<file path="src/rtl/rc4_pkg.sv">
// rtl/rc4_pkg.sv - shared types and constants for the RC4 keystream generator
package rc4_pkg;
   localparam int         S_SIZE   = 256;
   localparam logic [7:0] PRINT_LO = 8'h20;
   localparam logic [7:0] PRINT_HI = 8'h7E;

   typedef logic [$clog2(S_SIZE)-1:0] sidx_t;

   typedef enum logic [2:0] {
      ST_IDLE, ST_RD_LEN, ST_WR_LEN, ST_DROP, ST_MSG, ST_WR_PT
   } prga_state_t;

   typedef enum logic [2:0] {
      KS_IDLE, KS_S1, KS_S2, KS_S3, KS_S4, KS_S5, KS_S6, KS_S7
   } ks_state_t;

   function automatic logic is_printable(input logic [7:0] b);
      return (b >= PRINT_LO) && (b <= PRINT_HI);
   endfunction
endpackage

</file>
<file path="src/rtl/rc4_prga_gen_if.sv">
// rtl/rc4_prga_gen_if.sv - S-box, ciphertext and plaintext memory ports of the generator
interface rc4_prga_gen_if #(parameter int MSG_AW = 8);
   logic [7:0]        s_addr;
   logic [7:0]        s_rddata;
   logic [7:0]        s_wrdata;
   logic              s_wren;
   logic [MSG_AW-1:0] ct_addr;
   logic [7:0]        ct_rddata;
   logic [MSG_AW-1:0] pt_addr;
   logic [7:0]        pt_wrdata;
   logic              pt_wren;

   modport master (
      output s_addr, s_wrdata, s_wren, ct_addr, pt_addr, pt_wrdata, pt_wren,
      input  s_rddata, ct_rddata
   );
   modport slave (
      input  s_addr, s_wrdata, s_wren, ct_addr, pt_addr, pt_wrdata, pt_wren,
      output s_rddata, ct_rddata
   );
endinterface

</file>
<file path="src/rtl/rc4_prga_gen_ks_step.sv">
// rtl/rc4_prga_gen_ks_step.sv - one RC4 swap-and-pad step (S0..S7); the start cycle itself is S0
module rc4_ks_step
   import rc4_pkg::*;
(
   input  logic       clk,
   input  logic       rst_n,
   input  logic       clr,
   input  logic       start,
   output logic       idle,
   output logic       pad_rd,
   output logic       done,
   output logic [7:0] pad,
   output logic [7:0] s_addr,
   input  logic [7:0] s_rddata,
   output logic [7:0] s_wrdata,
   output logic       s_wren
);
   ks_state_t state, state_nxt;
   sidx_t     i, j, si, sj;

   always_ff @(posedge clk or negedge rst_n) begin
      if (!rst_n) begin
         state <= KS_IDLE;
         i     <= '0;
         j     <= '0;
         si    <= '0;
         sj    <= '0;
         pad   <= '0;
      end else begin
         state <= state_nxt;
         if (clr) begin
            i <= '0;
            j <= '0;
         end else begin
            case (state)
               KS_IDLE: if (start) i <= i + 1'b1;
               KS_S1: begin
                  si <= s_rddata;
                  j  <= j + s_rddata;
               end
               KS_S3:   sj  <= s_rddata;
               KS_S7:   pad <= s_rddata;
               default: ;
            endcase
         end
      end
   end

   always_comb begin
      state_nxt = state;
      s_addr    = '0;
      s_wrdata  = '0;
      s_wren    = 1'b0;
      pad_rd    = 1'b0;
      done      = 1'b0;
      idle      = 1'b0;
      case (state)
         KS_IDLE: begin
            idle = 1'b1;
            if (start) begin
               s_addr    = i + 1'b1;
               state_nxt = KS_S1;
            end
         end
         KS_S1: state_nxt = KS_S2;
         KS_S2: begin
            s_addr    = j;
            state_nxt = KS_S3;
         end
         KS_S3: state_nxt = KS_S4;
         KS_S4: begin
            s_addr    = j;
            s_wrdata  = si;
            s_wren    = 1'b1;
            state_nxt = KS_S5;
         end
         KS_S5: begin
            s_addr    = i;
            s_wrdata  = sj;
            s_wren    = 1'b1;
            state_nxt = KS_S6;
         end
         KS_S6: begin
            s_addr    = si + sj;
            pad_rd    = 1'b1;
            state_nxt = KS_S7;
         end
         KS_S7: begin
            done      = 1'b1;
            state_nxt = KS_IDLE;
         end
         default: state_nxt = KS_IDLE;
      endcase
   end
endmodule

</file>
<file path="src/rtl/rc4_prga_gen.sv">
// rtl/rc4_prga_gen.sv - RC4-drop[N] keystream decryptor for length-prefixed messages; option PRGA_VALID_CHECK_EN
module rc4_prga_gen
   import rc4_pkg::*;
#(
   parameter int MSG_AW    = 8,
   parameter int LEN_BYTES = 1,
   parameter int DROP_N    = 0
) (
   input  logic           clk,
   input  logic           rst_n,
   input  logic           en,
   output logic           rdy,
   rc4_prga_gen_if.master mem,
   output logic           pt_valid
);
   localparam int LW = 8 * LEN_BYTES;
   localparam int CW = ((LW > MSG_AW) ? LW : MSG_AW) + 1;
   localparam int BW = $clog2(LEN_BYTES) + 1;
   localparam logic [CW-1:0] LEN_MAX   = CW'((2 ** MSG_AW) - 1 - LEN_BYTES);
   localparam logic [16:0]   DROP_LAST = 17'((DROP_N > 0) ? DROP_N - 1 : 0);

   prga_state_t       state, state_nxt;
   logic [LW-1:0]     len_q;
   logic [CW-1:0]     len_sat;
   logic [BW-1:0]     bi;
   logic              rd_ph;
   logic [MSG_AW-1:0] k, msg_addr;
   logic [16:0]       drop_cnt;
   logic [7:0]        c, pt_byte, ks_pad;
   logic              ks_clr, ks_start, ks_idle, ks_pad_rd, ks_done;
   logic              last_len_byte, last_msg_byte, abort;

   assign len_sat       = (CW'(len_q) > LEN_MAX) ? LEN_MAX : CW'(len_q);
   assign msg_addr      = MSG_AW'(LEN_BYTES) + k;
   assign pt_byte       = ks_pad ^ c;
   assign last_len_byte = (bi == BW'(LEN_BYTES - 1));
   assign last_msg_byte = ((CW'(k) + 1'b1) == len_sat);

   rc4_ks_step u_ks (
      .clk      (clk),
      .rst_n    (rst_n),
      .clr      (ks_clr),
      .start    (ks_start),
      .idle     (ks_idle),
      .pad_rd   (ks_pad_rd),
      .done     (ks_done),
      .pad      (ks_pad),
      .s_addr   (mem.s_addr),
      .s_rddata (mem.s_rddata),
      .s_wrdata (mem.s_wrdata),
      .s_wren   (mem.s_wren)
   );

`ifdef PRGA_VALID_CHECK_EN
   assign abort = !is_printable(pt_byte);

   always_ff @(posedge clk or negedge rst_n) begin
      if (!rst_n)                         pt_valid <= 1'b1;
      else if (state == ST_IDLE && en)    pt_valid <= 1'b1;
      else if (state == ST_WR_PT && abort) pt_valid <= 1'b0;
   end
`else
   assign abort    = 1'b0;
   assign pt_valid = 1'b1;
`endif

   always_ff @(posedge clk or negedge rst_n) begin
      if (!rst_n) state <= ST_IDLE;
      else        state <= state_nxt;
   end

   always_ff @(posedge clk or negedge rst_n) begin
      if (!rst_n) begin
         len_q    <= '0;
         bi       <= '0;
         rd_ph    <= 1'b0;
         k        <= '0;
         drop_cnt <= '0;
         c        <= '0;
      end else begin
         case (state)
            ST_IDLE: if (en) begin
               len_q    <= '0;
               bi       <= '0;
               rd_ph    <= 1'b0;
               k        <= '0;
               drop_cnt <= '0;
            end
            ST_RD_LEN: begin
               rd_ph <= ~rd_ph;
               // Bytes shift in from the top so the first (least significant) lands at bit 0.
               if (rd_ph) begin
                  len_q <= (len_q >> 8) | (LW'(mem.ct_rddata) << (LW - 8));
                  bi    <= last_len_byte ? '0 : bi + 1'b1;
               end
            end
            ST_WR_LEN: bi <= bi + 1'b1;
            ST_DROP:   if (ks_done) drop_cnt <= drop_cnt + 1'b1;
            ST_MSG:    if (ks_done) c <= mem.ct_rddata;
            ST_WR_PT:  k <= k + 1'b1;
            default: ;
         endcase
      end
   end

   always_comb begin
      state_nxt     = state;
      rdy           = 1'b0;
      ks_clr        = 1'b0;
      ks_start      = 1'b0;
      mem.ct_addr   = '0;
      mem.pt_addr   = '0;
      mem.pt_wrdata = '0;
      mem.pt_wren   = 1'b0;
      case (state)
         ST_IDLE: begin
            rdy = 1'b1;
            if (en) begin
               ks_clr    = 1'b1;
               state_nxt = ST_RD_LEN;
            end
         end
         ST_RD_LEN: begin
            mem.ct_addr = MSG_AW'(bi);
            if (rd_ph && last_len_byte) state_nxt = ST_WR_LEN;
         end
         ST_WR_LEN: begin
            mem.pt_wren   = 1'b1;
            mem.pt_addr   = MSG_AW'(bi);
            mem.pt_wrdata = 8'(len_sat >> (8 * bi));
            if (last_len_byte) begin
               if (len_sat == '0)   state_nxt = ST_IDLE;
               else if (DROP_N > 0) state_nxt = ST_DROP;
               else                 state_nxt = ST_MSG;
            end
         end
         ST_DROP: begin
            ks_start = ks_idle;
            if (ks_done && drop_cnt == DROP_LAST) state_nxt = ST_MSG;
         end
         ST_MSG: begin
            ks_start = ks_idle;
            if (ks_pad_rd) mem.ct_addr = msg_addr;
            if (ks_done)   state_nxt = ST_WR_PT;
         end
         ST_WR_PT: begin
            mem.pt_wren   = 1'b1;
            mem.pt_addr   = msg_addr;
            mem.pt_wrdata = pt_byte;
            state_nxt     = (abort || last_msg_byte) ? ST_IDLE : ST_MSG;
         end
         default: state_nxt = ST_IDLE;
      endcase
   end
endmodule

</file>
<file path="src/flat_wrapper.sv">
// flat-port wrapper written by rule: the top's interface ports become plain ports
module rc4_prga_gen_flat import rc4_pkg::*;
#(
   parameter int MSG_AW    = 8,
   parameter int LEN_BYTES = 1,
   parameter int DROP_N    = 0
)
  (clk, rst_n, en, rdy, pt_valid, mem_s_addr, mem_s_wrdata, mem_s_wren, mem_ct_addr, mem_pt_addr, mem_pt_wrdata, mem_pt_wren, mem_s_rddata, mem_ct_rddata);
  rc4_prga_gen_if #(.MSG_AW(MSG_AW)) mem_i ();
  input  logic clk;
  input  logic rst_n;
  input  logic en;
  output logic rdy;
  output logic pt_valid;
  output wire logic [$bits(mem_i.s_addr)-1:0] mem_s_addr;
  output wire logic [$bits(mem_i.s_wrdata)-1:0] mem_s_wrdata;
  output wire logic [$bits(mem_i.s_wren)-1:0] mem_s_wren;
  output wire logic [$bits(mem_i.ct_addr)-1:0] mem_ct_addr;
  output wire logic [$bits(mem_i.pt_addr)-1:0] mem_pt_addr;
  output wire logic [$bits(mem_i.pt_wrdata)-1:0] mem_pt_wrdata;
  output wire logic [$bits(mem_i.pt_wren)-1:0] mem_pt_wren;
  input wire logic [$bits(mem_i.s_rddata)-1:0] mem_s_rddata;
  input wire logic [$bits(mem_i.ct_rddata)-1:0] mem_ct_rddata;
  assign mem_s_addr = mem_i.s_addr;
  assign mem_s_wrdata = mem_i.s_wrdata;
  assign mem_s_wren = mem_i.s_wren;
  assign mem_ct_addr = mem_i.ct_addr;
  assign mem_pt_addr = mem_i.pt_addr;
  assign mem_pt_wrdata = mem_i.pt_wrdata;
  assign mem_pt_wren = mem_i.pt_wren;
  assign mem_i.s_rddata = mem_s_rddata;
  assign mem_i.ct_rddata = mem_ct_rddata;
  rc4_prga_gen #(.MSG_AW(MSG_AW), .LEN_BYTES(LEN_BYTES), .DROP_N(DROP_N)) u_core (.clk(clk), .rst_n(rst_n), .en(en), .rdy(rdy), .mem(mem_i), .pt_valid(pt_valid));
endmodule
</file>
<file path="config.mk">
export PLATFORM = sky130hd
export DESIGN_NAME = rc4_prga_gen_flat
export DESIGN_NICKNAME = d
export VERILOG_FILES = /design/src/rtl/rc4_pkg.sv /design/src/rtl/rc4_prga_gen_if.sv /design/src/rtl/rc4_prga_gen_ks_step.sv /design/src/rtl/rc4_prga_gen.sv /design/src/flat_wrapper.sv
export SDC_FILE = /design/constraint.sdc
export NUM_CORES = 1
export LEC_CHECK = 0
export ABC_AREA = 0
export CAP_MARGIN = 15
export CORE_MARGIN = 10
export CORE_UTILIZATION = 50
export CTS_BUF_LIST = sky130_fd_sc_hd__clkbuf_16
export CTS_CLUSTER_SIZE = 40
export DETAILED_ROUTE_END_ITERATION = 10
export DONT_BUFFER_PORTS = 1
export GPL_TIMING_DRIVEN = 0
export MAX_ROUTING_LAYER = met4
export PLACE_DENSITY = 0.71
export SKIP_CTS_REPAIR_TIMING = 1
export SYNTH_ARGS = -nofsm -noshare
export SYNTH_HDL_FRONTEND = slang
export SYNTH_SLANG_ARGS = --single-unit
</file>
<file path="constraint.sdc">
create_clock -name clk -period 3.5 [get_ports clk]
set_input_delay 0.525 -clock clk [delete_from_list [all_inputs] [get_ports clk]]
set_output_delay 0.525 -clock clk [all_outputs]
set_load 0.05 [all_outputs]
</file>
==> results.py, run 1 <==
metrics = {
    "status": {
        "outcome": "finished clean",
    },
    "routing": {
        "viasPerCell": 5.922,
        "drtPass1Iterations": 5,
        "vias": 4424,
        "drc_errors": 0,
        "ant_nets": 0,
        "wl_per_cell_um": 18.71,
        "drtIter0Drc": 412,
        "wirelength_um": 13970,
    },
    "logic_synthesis": {
        "synth_top_family_by_area": "simple AND/OR/NAND/NOR gates",
        "yosys.area_share.adder_pct": 5.721,
        "synth_area_um2": 5512,
        "yosysSeqAreaShare_pct": 40.41,
        "syn_inst": 591,
        "synthXorXnorAreaFrac_pct": 7.946,
        "synth_edf_count": 0,
        "synth-main-ff-cell": "dfrtp_1",
        "syn-mean-instance-area_um2": 9.326,
        "synth_cell_types": 65,
        "ys_warn_count": 0,
        "synth_compound_area_share_pct": 15.51,
        "yosysTopAreaCell": "dfrtp_1",
        "synthSimpleGateAreaFrac_pct": 20.41,
        "yosys-top-cells-area": "dfrtp_1 (40%), mux2_2 (6.3%), ha_1 (5.0%), xnor2_1 (4.4%), nand2_1 (4.3%)",
        "synthDominantCellAreaShare_pct": 40.41,
        "synthArstFlopShare_pct": 100.0,
        "synth_seq_cells": 89,
        "syn-num-nets": 634,
        "synthMuxAreaShare_pct": 6.515,
    },
    "placed_design": {
        "dp_hpwl_um": 10420,
        "numPortBuffers": 0,
        "gp_congestion": 0.8669,
    },
    "grt": {
        "grt_usage_pct": 18.13,
        "antenna_found_initial": 0,
        "grt_use_met3_pct": 4.098,
        "met1_usage_pct": 22.49,
        "grt-ovfl-total": 0,
        "busiest_layer": "met2",
        "grt_pass1_vias": 4388,
        "grt_pass1_wl_um": 22990,
        "use_met2_pct": 28.73,
        "grt_max_degree": 90,
    },
    "finish": {
        "fillers": 970,
        "drive_above_1_share_pct": 12.52,
        "final_core_util_pct": 55.69,
        "diodes": 0,
        "area_growth_pct": 9.058,
        "fin_nets": 646,
    },
    "setup_path": {
        "worstSetupStartpointType": "register",
        "cp_slowest_cell": "o21ai_1",
        "max_stage_delay_ns": 0.87,
        "cp_cell_sequence": "ha_1, inv_1, fa_1, nor2b_1, o21ai_0, nand2b_1, a31oi_1, xor2_1, o21ai_1",
        "required_ns": 2.97,
        "crit_type": "register to output port",
        "cp.arrival_ns": 2.85,
        "crit_fanout": 3,
        "cp-end-kind": "output port",
    },
    "power": {
        "powerDensity_nw_per_um2": 419.5,
        "switching_share_pct": 26.84,
        "clock_power_share_pct": 37.3,
        "power.leakage_nw": 2.509,
        "comb_power_share_pct": 16.8,
        "p_sw_w": 0.0006767,
        "internal-power_w": 0.001845,
        "ir_worst_vdd_mv": 0.2374,
        "power_frac_seq_pct": 46.0,
    },
    "clock_tree": {
        "htree_levels": 3,
        "cts_made_buffers": 9,
        "clock_path_buffers": 2,
        "cts_tree": "done",
        "worstSkewPairLatency_ns": 0.34,
        "clock_sinks": 89,
        "cts-root-buf": "clkbuf_16",
        "path_clk_slew_ns": 0.06,
    },
    "flow_run": {
        "drv_cap": 0,
    },
    "sta": {
        "slew_headroom_pct": 22.55,
        "slew_violations": 0,
        "setup-violations-final": 0,
        "min_period_ns": 3.371,
        "max_freq_mhz": 296.7,
        "worst_slew_pin_slew_ns": 1.161,
        "rsz0062_at_grt": "false",
        "fin_tns_setup_ns": 0,
        "fin_skew_ns": 0.009149,
        "hold_viol_final": 0,
        "fin_crit_sh_pct": 96.31,
    },
    "die": {
        "num_rows": 38,
        "start_util_pct": 51.07,
        "die_area_um2": 15620,
        "die_h_um": 125.0,
        "num_io_pins": 63,
        "core_um2": 10790,
        "die_x_um": 125.0,
    },
    "worst_hold_path": {
        "min_path_type": "primary input to asynchronous set/reset pin",
    },
}
[layer usage]
| metal | share of wire, % | wire [µm] |
|---|---|---|
| met5 | 0 | 0 |
| met4 | 2.0 | 277 |
| met3 | 6.2 | 865 |
| met2 | 48 | 6737 |
| met1 | 44 | 6093 |
[metrics by stage]
step	total power, W	setup WS, ns	std cells	cell area [µm²]	hold slack [ns]
2_1_floorplan	0.001486	0.3853	591	5512	0.2294
3_3_place_gp	0.001543	0.1173	731	5687	0.2338
3_5_place_dp	0.001572	0.5068	731	5694	0.2333
4_1_cts	0.002513	0.1260	746	5979	-0.1326
5_1_grt	0.002660	0.02832	747	6011	0.1226
6_report	0.002521	0.1291	747	6011	0.1095
[cells in the final DEF (no fill, tap or decap), drive strengths merged, types with 4 or more instances in the layout]
cell,Yosys,final
nor4,4,4
a221oi,4,4
a21o,4,4
nand2,64,64
a21oi,22,22
buf,12,13
nand4,8,8
clkbuf,15,24
o21a,8,8
o31ai,4,4
xnor2,28,28
ha,22,22
nor3b,5,5
mux2,31,31
o21ai,48,48
clkinv,0,4
xor2,22,22
and3,11,11
nand3,22,22
inv,18,18
and2,5,5
nor3,14,14
nor2,57,57
nor2b,15,15
dfrtp,89,89
a22oi,8,8
[Yosys cell counts, types with 3 or more instances]
library cell and instances:
nor2b_1 15, ha_1 22, o21ai_0 46, nor4_1 4
a221oi_1 4, nand2_1 63, and2_1 5, a21oi_1 22
buf_2 7, nor3b_2 3, o22ai_1 3, clkbuf_1 15
nand3_1 21, nand4_1 8, nor2_2 3, o21a_1 8
buf_4 3, inv_1 17, nor3_1 11, xnor2_1 28
nor2_1 54, o22a_1 3, dfrtp_1 89, mux2_2 31
nor3_2 3, and3_1 11, xor2_1 22, a21o_1 4
a22oi_1 8, o31ai_1 4, a21boi_0 3, nor4b_1 3
[logic make-up (layout without fill, tap and decap cells)]
| kind of cell | after synthesis | count (layout) |
|---|---|---|
| compound gates | 129 | 129 |
| xor+xnor | 50 | 50 |
| fa+ha+maj | 24 | 24 |
| buf+inv | 45 | 61 |
| flops | 89 | 89 |
| mux | 32 | 32 |
| other cells | 1 | 1 |
| simple gates | 221 | 221 |
[flip-flops by register name (all words and copies together) (netlist names), 3 cells and up]
name,count
u_core.u_ks.pad,8
u_core.u_ks.i,8
u_core.u_ks.j,8
u_core.drop_cnt,17
u_core.k,8
u_core.u_ks.state,3
u_core.len_q,8
u_core.u_ks.sj,8
u_core.u_ks.si,8
u_core.c,8
u_core.state,3
[layout make-up]
type / count / area (µm²) / share of cell area, %
Buffer: 27 / 121.4 / 2.019
Clock buffer: 9 / 225.2 / 3.747
Clock inverter: 6 / 60.06 / 0.9992
Inverter: 18 / 67.56 / 1.124
Multi-Input combinational cell: 457 / 3107 / 51.69
Sequential cell: 89 / 2227 / 37.05
Tap cell: 140 / 175.2 / 2.914
Timing Repair Buffer: 1 / 27.53 / 0.4580
[worst paths after layout]
check	slack (ns)	to	cells past startpoint	from
max in group asynchronous	3.06	u_core.drop_cnt[5]	1	rst_n
min	0.11	u_core.len_q[4]	1	rst_n
min in group clk	0.30	u_core.len_q[7]	2	mem_ct_rddata[7]
max reg2reg	0.75	u_core.drop_cnt[10]	7	u_core.state[0]
max	0.13	mem_s_addr[6]	9	u_core.u_ks.sj[0]
min reg2reg	0.53	u_core.c[4]	1	u_core.c[4]
[critical path, delay by kind of cell, from the launching register on]
kind                       cells  cell delay, ns
AOI/OAI and AO/OA              3            1.07
adders and majority gates      2            0.58
DFF                            1            0.37
and+or+nand+nor                2            0.25
xor gates and xnor gates       1            0.17
buffers and inverters          1            0.06
[power by group through the flow]
| stage | Clock (W) | Combinational (W) | Sequential, W |
|---|---|---|---|
| floorplan | 0 | 0.000332 | 0.00115 |
| global placement | 0 | 0.000370 | 0.00117 |
| detailed placement | 0 | 0.000396 | 0.00118 |
| CTS | 0.000956 | 0.000400 | 0.00116 |
| global route | 0.00101 | 0.000489 | 0.00116 |
| finish | 0.000939 | 0.000423 | 0.00116 |
Power figures use the tool's default switching activity.
==> run 2, diff against run 1 <==
- GPL_TIMING_DRIVEN: 0 -> not set
==> run 2 against run 1 <==
  * Non-clock buffer count rose by 18
  * Critical path depth shrank 1
  * Count of clock-buffer cells in the layout did not move
  * Core utilization increased by 2.1 points
  * Die area stayed put
  * Power is 2.9% higher
  * Critical endpoint is now mem_s_addr[4]
  * Highest routed layer unchanged
==> results.py, run 2 (synthesis results as in run 1) <==
metrics = {
    "power": {
        "switching_share_pct": 28.32,
        "clock_power_share_pct": 38.4,
        "power.leakage_nw": 2.688,
        "internal-power_w": 0.001859,
        "comb_power_share_pct": 16.7,
        "power_frac_seq_pct": 44.9,
        "powerDensity_nw_per_um2": 415.6,
        "ir_worst_vdd_mv": 0.2224,
        "power.total_w": 0.002594,
        "p_sw_w": 0.0007348,
    },
    "routing": {
        "ant_nets": 0,
        "drtPass1Iterations": 5,
        "drc_errors": 0,
        "wl_met2_um": 7020,
        "wl_per_cell_um": 18.69,
        "wirelength_um": 14320,
        "vias": 4548,
        "wl_met3_um": 998,
        "highest_layer": "met4",
        "viasPerCell": 5.937,
        "wl_met1_um": 6086,
        "drtIter0Drc": 436,
    },
    "die": {
        "num_rows": 38,
        "start_util_pct": 51.07,
        "core_um2": 10790,
        "die_h_um": 125.0,
        "num_io_pins": 63,
        "die_x_um": 125.0,
        "die_area_um2": 15620,
    },
    "setup_path": {
        "cp_cell_sequence": "buf_4, nor3b_2, nor2_2, or3b_1, nor3b_1, a221oi_1, o21ai_1, buf_4",
        "crit_fanout": 14,
        "cp-end-kind": "output port",
        "r2r_end": "u_core.u_ks.si[6]",
        "cp.arrival_ns": 2.75,
        "ff2ff_path_depth": 5,
        "r2r_slack_ns": 0.98,
        "cp_slowest_cell": "or3b_1",
        "crit_top_cell": "buf_4",
        "reg2reg_from": "u_core.u_ks.state[1]",
        "required_ns": 2.97,
        "crit_type": "register to output port",
        "max_stage_delay_ns": 0.58,
        "crit_start": "u_core.state[2]",
        "worstSetupStartpointType": "register",
    },
    "sta": {
        "rsz0062_at_grt": "false",
        "slew_headroom_pct": 60.32,
        "fin_tns_setup_ns": 0,
        "max_freq_mhz": 305.7,
        "holdWs_ns": 0.07775,
        "setup-violations-final": 0,
        "fin_crit_sh_pct": 93.46,
        "slew_violations": 0,
        "fin_skew_ns": 0.01075,
        "min_period_ns": 3.271,
        "worst_slew_pin_slew_ns": 0.5927,
        "hold_viol_final": 0,
    },
    "finish": {
        "register_area_um2": 2227,
        "top_register": "u_core.drop_cnt",
        "multi_input_comb_area_um2": 3103,
        "fillers": 902,
        "final_core_util_pct": 57.84,
        "final_cell_mix": "dfrtp_1 (89), nand2_1 (63), nor2_1 (54)",
        "area_growth_pct": 13.26,
        "largest_register_ffs": 17,
        "drive_above_1_share_pct": 17.73,
        "final_cells": 766,
        "final_common_cell": "dfrtp_1",
        "fin_nets": 664,
        "diodes": 0,
    },
    "worst_hold_path": {
        "min_path_type": "primary input to asynchronous set/reset pin",
    },
    "clock_tree": {
        "clock_sinks": 89,
        "cts-root-buf": "clkbuf_16",
        "path_clk_slew_ns": 0.07,
        "cts_made_buffers": 9,
        "cts_tree": "done",
        "worstSkewPairLatency_ns": 0.35,
        "clock_path_buffers": 2,
        "htree_levels": 3,
    },
    "grt": {
        "grt-ovfl-total": 0,
        "grt_pass1_vias": 4462,
        "antenna_found_initial": 0,
        "grt_pass1_wl_um": 23440,
        "grt_usage_pct": 18.56,
        "grt_max_degree": 90,
    },
    "placed_design": {
        "placed_cells": 749,
        "dp_hpwl_um": 10380,
        "gp_congestion": 0.8932,
        "numPortBuffers": 0,
    },
    "status": {
        "outcome": "finished clean",
    },
    "flow_run": {
        "drv_cap": 0,
    },
}
-- run 2: cell types whose count changed in the layout (fill, tap and decap cells not counted), moves of 2 or more --
cell      change
buf_1         -2
buf_2         -7
buf_4        +42
clkbuf_1     -15
clkinv_2      -2
-- run 2: how the worst max path moves through the flow --
stage,end,slack (ns)
after CTS,mem_s_addr[4],0.24
after global routing,mem_s_addr[4],0.05
final,mem_s_addr[4],0.23
after floorplan,mem_s_addr[7],0.39
after detailed placement,mem_s_addr[4],0.64
after global placement,mem_s_addr[4],0.72
-- run 2: through the flow --
stage               cell area, µm²  setup WS [ns]
global route                  6242        0.04537
global placement              5911         0.7239
floorplan                     5512         0.3853
detailed placement            5911         0.6404
finish                        6242         0.2288
CTS                           6215         0.2378
-- run 2: power groups by stage --
stage / clock network [W] / logic [W] / registers [W]
2_1_floorplan: 0 / 0.000332 / 0.00115
3_3_place_gp: 0 / 0.000377 / 0.00118
3_5_place_dp: 0 / 0.000406 / 0.00118
4_1_cts: 0.00101 / 0.000408 / 0.00116
5_1_grt: 0.00105 / 0.000490 / 0.00117
6_report: 0.000996 / 0.000433 / 0.00116
-- run 2: per-layer routing --
layer | global-route usage, % | vias to the layer above
met2 | 29.37 | 146
met1 | 22.70 | 2231
met4 | 6.504 | 0
met5 | - | -
met3 | 4.478 | 17
li1 | - | 2154
-- run 2: final cells by class --
| class | instances | share of cell area [%] |
|---|---|---|
| Timing Repair Buffer | 46 | 5.853 |
| Sequential cell | 89 | 35.68 |
| Clock inverter | 7 | 1.263 |
| Inverter | 18 | 1.082 |
| Clock buffer | 9 | 3.608 |
| Tap cell | 140 | 2.806 |
| Multi-Input combinational cell | 457 | 49.71 |
-- run 2: critical path: cells and delay by family, from the launching register on --
family / cells / cell delay (ns)
AO/OA/AOI/OAI: 2 / 0.18
buffers and inverters: 2 / 0.40
flip-flops: 1 / 0.33
AND/OR/NAND/NOR: 4 / 1.47
==> run 3, diff against run 2 <==
- PLACE_DENSITY: 0.71 -> not set
- SYNTH_HIERARCHICAL: not set -> 1
==> run 3 against run 2 <==
  * Sequential share of layout area fell by 0.76 points
  * Worst hold slack got worse by 0.021 ns
  * Final area increased by 2.2%
  * Area after synthesis up 1.0%
  * Critical path type unchanged
==> results.py, run 3 <==
metrics = {
    "clock_tree": {
        "path_clk_slew_ns": 0.07,
        "cts_tree": "done",
        "clock_sinks": 89,
        "htree_levels": 3,
        "clock_path_buffers": 2,
        "worstSkewPairLatency_ns": 0.35,
        "cts-root-buf": "clkbuf_16",
        "cts_made_buffers": 9,
    },
    "die": {
        "num_rows": 38,
        "core_um2": 10890,
        "die_x_um": 125.5,
        "start_util_pct": 51.14,
        "num_io_pins": 63,
        "die_h_um": 125.5,
        "die_area_um2": 15760,
    },
    "grt": {
        "grt_pass1_wl_um": 23830,
        "grt_max_degree": 90,
        "grt_usage_pct": 18.75,
        "grt-ovfl-total": 0,
        "antenna_found_initial": 0,
        "grt_pass1_vias": 4498,
    },
    "logic_synthesis": {
        "yosysTopAreaCell": "dfrtp_1",
        "synth_edf_count": 0,
        "synth_cell_types": 74,
        "yosysSeqAreaShare_pct": 40.00,
        "synthDominantCellAreaShare_pct": 40.00,
        "syn-mean-instance-area_um2": 9.421,
        "synth_seq_cells": 89,
        "synth-main-ff-cell": "dfrtp_1",
        "yosys-top-cells-area": "dfrtp_1 (40%), mux2_2 (6.9%), ha_1 (4.9%), xnor2_1 (4.9%), nor2_1 (4.0%)",
        "ys_warn_count": 6,
        "syn-num-nets": 634,
        "syn_inst": 591,
        "synth_area_um2": 5568,
        "synthArstFlopShare_pct": 100.0,
        "synth_most_common_cell": "dfrtp_1",
        "synth_common_cells": "dfrtp_1 (89), nor2_1 (59), nand2_1 (41)",
    },
    "setup_path": {
        "crit_type": "register to output port",
        "required_ns": 2.97,
        "crit_fanout": 13,
        "cp_slowest_cell": "dfrtp_2",
        "cp.arrival_ns": 2.73,
        "r2r_slack_ns": 1.11,
        "r2r_end": "u_core/u_ks/sj[4]",
        "critPathBufInv": 2,
        "worstSetupStartpointType": "register",
        "reg2reg_from": "u_core/state[0]",
        "cp_cell_sequence": "nor2b_1, nand2_1, a21boi_0, buf_4, nand3b_2, or3_4, o221ai_1, a221o_1, buf_12",
        "cp-end-kind": "output port",
        "critical-path-top-delay-family": "simple AND/OR/NAND/NOR gates",
        "ff2ff_path_depth": 7,
        "max_stage_delay_ns": 0.49,
        "crit_start": "u_core/state[1]",
    },
    "routing": {
        "drc_errors": 0,
        "drtPass1Iterations": 5,
        "wl_per_cell_um": 18.32,
        "vias": 4478,
        "viasPerCell": 5.808,
        "wirelength_um": 14130,
        "ant_nets": 0,
        "drtIter0Drc": 363,
    },
    "power": {
        "switching_share_pct": 45.16,
        "internal-power_w": 0.003078,
        "power_frac_seq_pct": 28.8,
        "powerDensity_nw_per_um2": 879.3,
        "clock_power_share_pct": 16.3,
        "ir_worst_vdd_mv": 0.6658,
        "p_sw_w": 0.002535,
        "comb_power_share_pct": 55.0,
        "power.leakage_nw": 2.799,
    },
    "finish": {
        "top_register": "u_core/drop_cnt",
        "final_cells": 771,
        "area_growth_pct": 14.63,
        "drive_above_1_share_pct": 19.65,
        "final_cell_mix": "dfrtp_1 (88), nor2_1 (59), buf_4 (46)",
        "final_core_util_pct": 58.62,
        "fin_nets": 669,
        "final_common_cell": "dfrtp_1",
        "diodes": 0,
        "largest_register_ffs": 17,
        "fillers": 925,
    },
    "placed_design": {
        "numPortBuffers": 0,
        "placed_cells": 754,
        "dp_hpwl_um": 10400,
        "gp_congestion": 0.9089,
    },
    "sta": {
        "hold_viol_final": 0,
        "setup-violations-final": 0,
        "max_freq_mhz": 307.3,
        "fin_tns_setup_ns": 0,
        "fin_skew_ns": 0.005598,
        "worst_slew_pin_slew_ns": 1.012,
        "min_period_ns": 3.254,
        "slew_violations": 0,
        "rsz0062_at_grt": "false",
        "fin_crit_sh_pct": 92.98,
        "slew_headroom_pct": 32.14,
    },
    "flow_run": {
        "drv_cap": 0,
    },
    "status": {
        "outcome": "finished clean",
    },
    "worst_hold_path": {
        "min_path_type": "primary input to asynchronous set/reset pin",
    },
}
## run 3: cell count changes after synthesis, sizes merged, moves of 5 or more
cell,delta
nand2b,+5
a21o,+6
nand2,-23
o21a,-6
o22ai,+6
nand4,+5
nand3,+8
## run 3: per-layer routing
layer,part of all wire [%],vias up,track usage (%)
li1,-,2184,-
met1,45,2171,23.05
met2,48,101,29.53
met3,5.2,22,4.901
met4,1.8,0,5.759
met5,0,-,-
## run 3: power by group through the flow
stage	combinational (W)	sequential, W	clock [W]
3_5_place_dp	0.00306	0.00163	0
2_1_floorplan	0.00230	0.00154	0
6_report	0.00309	0.00161	0.000912
3_3_place_gp	0.00302	0.00161	0
4_1_cts	0.00307	0.00161	0.000948
5_1_grt	0.00337	0.00166	0.000992
## run 3: how the worst max path moves through the flow
stage / endpoint / slack, ns / cells past startpoint
finish: mem_s_addr[5] / 0.25 / 9
global route: mem_s_addr[5] / 0.07 / 10
CTS: mem_s_addr[4] / 0.09 / 10
detailed placement: mem_s_addr[4] / 0.50 / 10
global placement: mem_s_addr[4] / 0.59 / 10
floorplan: u_core/u_ks/pad[0] / 0.06 / 9
## run 3: layout make-up
cell class | instances | area [µm²] | area share, %
multi-input cells | 454 | 3149 | 49.34
repair buffers | 52 | 473.0 | 7.410
clock inverters | 7 | 56.30 | 0.8822
well taps | 140 | 175.2 | 2.745
inverters | 20 | 75.07 | 1.176
flip-flops and latches | 89 | 2228 | 34.91
clock buffers | 9 | 225.2 | 3.529
## run 3: logic make-up (layout without fill, tap and decap cells)
logic type	count (synthesis)	count (layout)	synth area share (%)
other	1	1	0.06735
multiplexers	37	37	7.438
buffers and inverters	48	88	3.775
AO/OA/AOI/OAI	131	131	15.46
adder cells (fa/ha/maj)	24	24	5.663
AND/OR/NAND/NOR	212	212	19.89
flip-flops	89	89	40.00
XOR/XNOR	49	49	7.708
## run 3: per-stage QoR
step / total power [W] / setup WS [ns] / hold WS [ns] / instance area [µm²]
after floorplan: 0.003836 / 0.05622 / 0.2294 / 5568
after global placement: 0.004637 / 0.5885 / 0.2322 / 6071
after detailed placement: 0.004689 / 0.5022 / 0.2323 / 6071
after CTS: 0.005633 / 0.09426 / -0.1489 / 6352
after global routing: 0.006022 / 0.06647 / 0.09827 / 6382
final: 0.005612 / 0.2456 / 0.05698 / 6382
